**src/rtl/piposr_frame.sv**
```systemverilog
// ---------------------------------------------------------------------------
// piposr_frame
//
// Parallel-in / parallel-out shift register with frame tracking.
//
// A frame begins with a parallel load (ldin). It completes after WIDTH
// shifts. The completing edge raises a one-cycle done pulse. When AUTO_LATCH
// is set, that edge also copies the received word into dout. Shifts made
// outside a frame still move data, but they do not count toward a frame.
//
// Parameters
//   WIDTH       shift register width (2..32)
//   MSB_FIRST   0: shift right, si enters the MSB and so is the LSB
//               1: shift left,  si enters the LSB and so is the MSB
//   AUTO_LATCH  1: dout is updated automatically when a frame completes
//
// Ports
//   CK      clock; all state changes on the rising edge
//   rstn    asynchronous active-low reset
//   din     parallel load data
//   si      serial input bit
//   ldin    parallel load strobe (starts or restarts a frame)
//   shen    shift enable
//   ldout   manual strobe that latches the shift register into dout
//   dout    registered parallel output
//   so      serial output, taken combinationally from the shift register
//   busy    registered, high while a frame is in progress
//   done    registered, one-cycle frame-complete pulse
//   bitcnt  registered count of bits shifted in the current frame
// ---------------------------------------------------------------------------
module piposr_frame #(
  parameter int WIDTH      = 8,
  parameter bit MSB_FIRST  = 1'b0,
  parameter bit AUTO_LATCH = 1'b1
) (
  input  logic                       CK,
  input  logic                       rstn,
  input  logic [WIDTH-1:0]           din,
  input  logic                       si,
  input  logic                       ldin,
  input  logic                       shen,
  input  logic                       ldout,
  output logic [WIDTH-1:0]           dout,
  output logic                       so,
  output logic                       busy,
  output logic                       done,
  output logic [$clog2(WIDTH+1)-1:0] bitcnt
);

  localparam int CW = $clog2(WIDTH + 1);

  // Count value just before the completing shift.
  localparam logic [CW-1:0] LAST_CNT = CW'(WIDTH - 1);

  typedef enum logic {
    IDLE  = 1'b0,
    SHIFT = 1'b1
  } state_t;

  state_t            state_r, state_d;
  logic [WIDTH-1:0]  data_r,  data_d;
  logic [WIDTH-1:0]  dout_r,  dout_d;
  logic [CW-1:0]     cnt_r,   cnt_d;
  logic              busy_r;
  logic              done_r,  done_d;
  logic [WIDTH-1:0]  shifted;

  // The register contents after one shift step in the configured direction.
  always_comb begin
    shifted = data_r;
    if (MSB_FIRST) begin
      shifted = {data_r[WIDTH-2:0], si};
    end else begin
      shifted = {si, data_r[WIDTH-1:1]};
    end
  end

  // Next-state and datapath decode.
  always_comb begin
    state_d = state_r;
    data_d  = data_r;
    dout_d  = dout_r;
    cnt_d   = cnt_r;
    done_d  = 1'b0;

    // The manual latch captures the pre-edge register value. The auto-latch
    // assignment below comes later in this block, so it overrides the manual
    // latch when the two happen on the same edge.
    if (ldout) begin
      dout_d = data_r;
    end

    if (ldin) begin
      // A load starts a frame from any state. If a frame is already in
      // progress, it is dropped without a done pulse.
      data_d  = din;
      cnt_d   = '0;
      state_d = SHIFT;
    end else if (shen) begin
      data_d = shifted;
      // Shifts outside a frame are free-running. They leave the counter,
      // busy and done untouched.
      if (state_r == SHIFT) begin
        cnt_d = cnt_r + CW'(1);
        if (cnt_r == LAST_CNT) begin
          state_d = IDLE;
          done_d  = 1'b1;
          if (AUTO_LATCH) begin
            dout_d = shifted;
          end
        end
      end
    end
  end

  // State register. busy is registered from the next state, so it always
  // matches the state register.
  always_ff @(posedge CK or negedge rstn) begin
    if (!rstn) begin
      state_r <= IDLE;
      busy_r  <= 1'b0;
      done_r  <= 1'b0;
      cnt_r   <= '0;
    end else begin
      state_r <= state_d;
      busy_r  <= (state_d == SHIFT);
      done_r  <= done_d;
      cnt_r   <= cnt_d;
    end
  end

  // Shift register and output latch. Both are cleared by reset, so so and
  // dout read zero as soon as rstn falls.
  always_ff @(posedge CK or negedge rstn) begin
    if (!rstn) begin
      data_r <= '0;
      dout_r <= '0;
    end else begin
      data_r <= data_d;
      dout_r <= dout_d;
    end
  end

  assign so     = MSB_FIRST ? data_r[WIDTH-1] : data_r[0];
  assign dout   = dout_r;
  assign busy   = busy_r;
  assign done   = done_r;
  assign bitcnt = cnt_r;

endmodule

```
**config.mk**
```make
export PLATFORM = sky130hd
export DESIGN_NAME = piposr_frame
export DESIGN_NICKNAME = d
export VERILOG_FILES = /design/src/rtl/piposr_frame.sv
export SDC_FILE = /design/constraint.sdc
export NUM_CORES = 1
export LEC_CHECK = 0
export CAP_MARGIN = 10
export CORE_MARGIN = 2
export CORE_UTILIZATION = 49
export CTS_BUF_LIST = sky130_fd_sc_hd__clkbuf_8 sky130_fd_sc_hd__clkbuf_16
export DETAILED_ROUTE_END_ITERATION = 7
export DONT_BUFFER_PORTS = 1
export PLACE_DENSITY = 0.62
export SETUP_SLACK_MARGIN = 0.15
export SLEW_MARGIN = 20
export SYNTH_ARGS = -nofsm -noshare
export SYNTH_HDL_FRONTEND = slang
export SYNTH_SLANG_ARGS = --single-unit
```
**constraint.sdc**
```tcl
create_clock -name CK -period 2.1 [get_ports CK]
set_clock_uncertainty 0.2 [all_clocks]
set_input_delay 0.105 -clock CK [delete_from_list [all_inputs] [get_ports CK]]
set_output_delay 0.105 -clock CK [all_outputs]
set_load 0.01 [all_outputs]
```
==> metrics <==
Inst Count DP=107; Via density=5.27; Critical Path AT=1.77 ns; PwrDens=707 nW/um2; min Tclk post-route=1.86 ns; Final Net Count=124; IO Port Bufs=0; global-route wire length before repair=3.39 mm; CP Max Fanout=4; Syn Inst Count=84; commonest non-fill, non-tap cell in the layout=dlygate4sd3_1; DRT Pass-1 Iters=4; Setup Viol. Count Final=0; Power, Total=0.000960 W; syn_nets=99; Clk Latency, worst-skew pair=0.26 ns; Routed Wire Length=1.93 mm; Synth area leader=dfrtp_1; Worst setup EP type=flip-flop; # DRC=0; hold slack=0.138 ns; crit path launch type=flip-flop; TritonCTS buffer count=3; Cell variety after synth=19; # IOs=29; fin. max-slew vios=0; Synth top area share=0.524; clock root cell=clkbuf_8; commonest cells after routing, fill and taps aside=dlygate4sd3_1, dfrtp_1, nand2_1; Fin. Hold Viols=0; largest net degree at the start of global routing=23; critical path class=flip-flop to flip-flop; # fillers=138; CTS tree=built; initial antenna violation count=0; Starting DRT DRC Count=5; Clk pin slew, worst setup/hold paths=0.08 ns; flop2flop setup slack=0.24 ns; Slew headroom=0.524; vias in the first global route=759; ant diodes=0; starting utilization of the core area=0.530; Tot GR Track Use=0.179; synthesis-to-layout area growth=29.3%; Setup crit start=bitcnt[0]; Max Buffers Root-to-Sink=2; fin crit share=0.885; Core Region=1980 um2; # H-tree levels=1; Multi-input gate area=470 um2; terminus of the critical flop-to-flop path=bitcnt[2]; worst r2r src=bitcnt[0]; DP HPWL=1.20 mm; DP Area=1060 um2; Yosys reg bits=22; Non-Filler Instances=135; Worst R2R Path Depth=5; Leakage Power=0.621 nW; Core Rows=16; synth warn=0; share of cells above drive strength 1=0.157; RSZ-0062 raised after global routing=false; CP required=2.02 ns; WL per Instance=14.3 um; Fmax=0.538 GHz; status=completed; cell area after synthesis=1050 um2; sequential cell area=553 um2; die height=50.3 um; syn_area_per_cell=12.5 um2; die area=2530 um2; Worst Max-Slew Pin Slew=0.714 ns; total congestion overflow=0; vias=711; Seq/Total Area, Yosys=0.524; Final TNS setup=0 ns; Worst VDD drop=0.420 mV; Area contributors post-synth=dfrtp_1, mux2_4, mux2_1; Placer Congestion=0.698; CTS sink cnt=22; Die Span X=50.3 um; Post-CTS Setup Bufs=0; Antenna Violating Nets Remaining=0; design area=1360 um2; worst min path class=input pin to async pin; Max Cap Viol=0
-- logic make-up after synthesis --
kind of cell / Yosys count / synth area share
adder cells (fa/ha/maj): 1 / 0.0119
buffers and inverters: 5 / 0.0274
multiplexers: 24 / 0.277
XOR/XNOR: 2 / 0.0167
AND/OR/NAND/NOR: 18 / 0.0834
flip-flops: 22 / 0.524
AO/OA/AOI/OAI: 12 / 0.0596
-- state kept, by name (all words and copies together) (netlist names) --
register,flops
data_r,8
dout,8
bitcnt,4
busy,1
done,1
-- synthesized netlist by cell type, drive strengths merged --
library cell	instances
buf	3
or3	1
nand2	10
a21o	1
clkbuf	2
nand4b	1
a21oi	2
nor2	2
mux2	16
nor3b	1
xor2	2
dfrtp	22
ha	1
o21ai	9
mux2i	8
nand3	3
-- critical path, cell delays in order (launching register included) --
cell and delay [ns]:
dfrtp_2 0.45, ha_1 0.22, nand3_1 0.09, dlygate4sd3_1 0.57
xor2_1 0.14, nor2_1 0.05
-- cell type report --
class                   count  share of cell area
clock buffers               4              0.0406
multi-input cells          57               0.347
flip-flops and latches     22               0.407
well taps                  27              0.0249
repair buffers             25               0.181
-- per-stage QoR --
stage | setup slack (ns) | util
floorplan | 0.371 | -
detailed placement | 0.264 | 0.536
CTS | 0.158 | 0.680
global route | 0.147 | 0.685
global placement | 0.289 | 0.536
finish | 0.242 | 0.685
-- timing repair --
action,in CTS,in global routing
resized for setup,0,3
setup endpoints to repair,0,11
hold buffers,23,2
endpoints found under the hold margin,44,23
-- power by group --
group          leakage [nW]  internal [W]  switching, W
Sequential            0.270      0.000466     0.0000497
Clock                0.0288      0.000167      0.000128
Combinational         0.322     0.0000992     0.0000501
-- worst max path at each step --
stage / to / slack (ns) / depth (start not counted)
after global placement: dout[7] / 0.29 / 5
final: bitcnt[2] / 0.24 / 5
after detailed placement: dout[7] / 0.26 / 5
after global routing: dout[6] / 0.15 / 5
after floorplan: dout[0] / 0.37 / 5
after CTS: bitcnt[3] / 0.16 / 4
-- layer usage --
metal	GRT usage	wire, um	vias to the layer above
met1	0.218	829	350
li1	-	-	344
met2	0.314	1020	15
met5	0	0	-
met3	0.0238	71	2
met4	0.0833	12	0
Power figures use the tool's default switching activity.
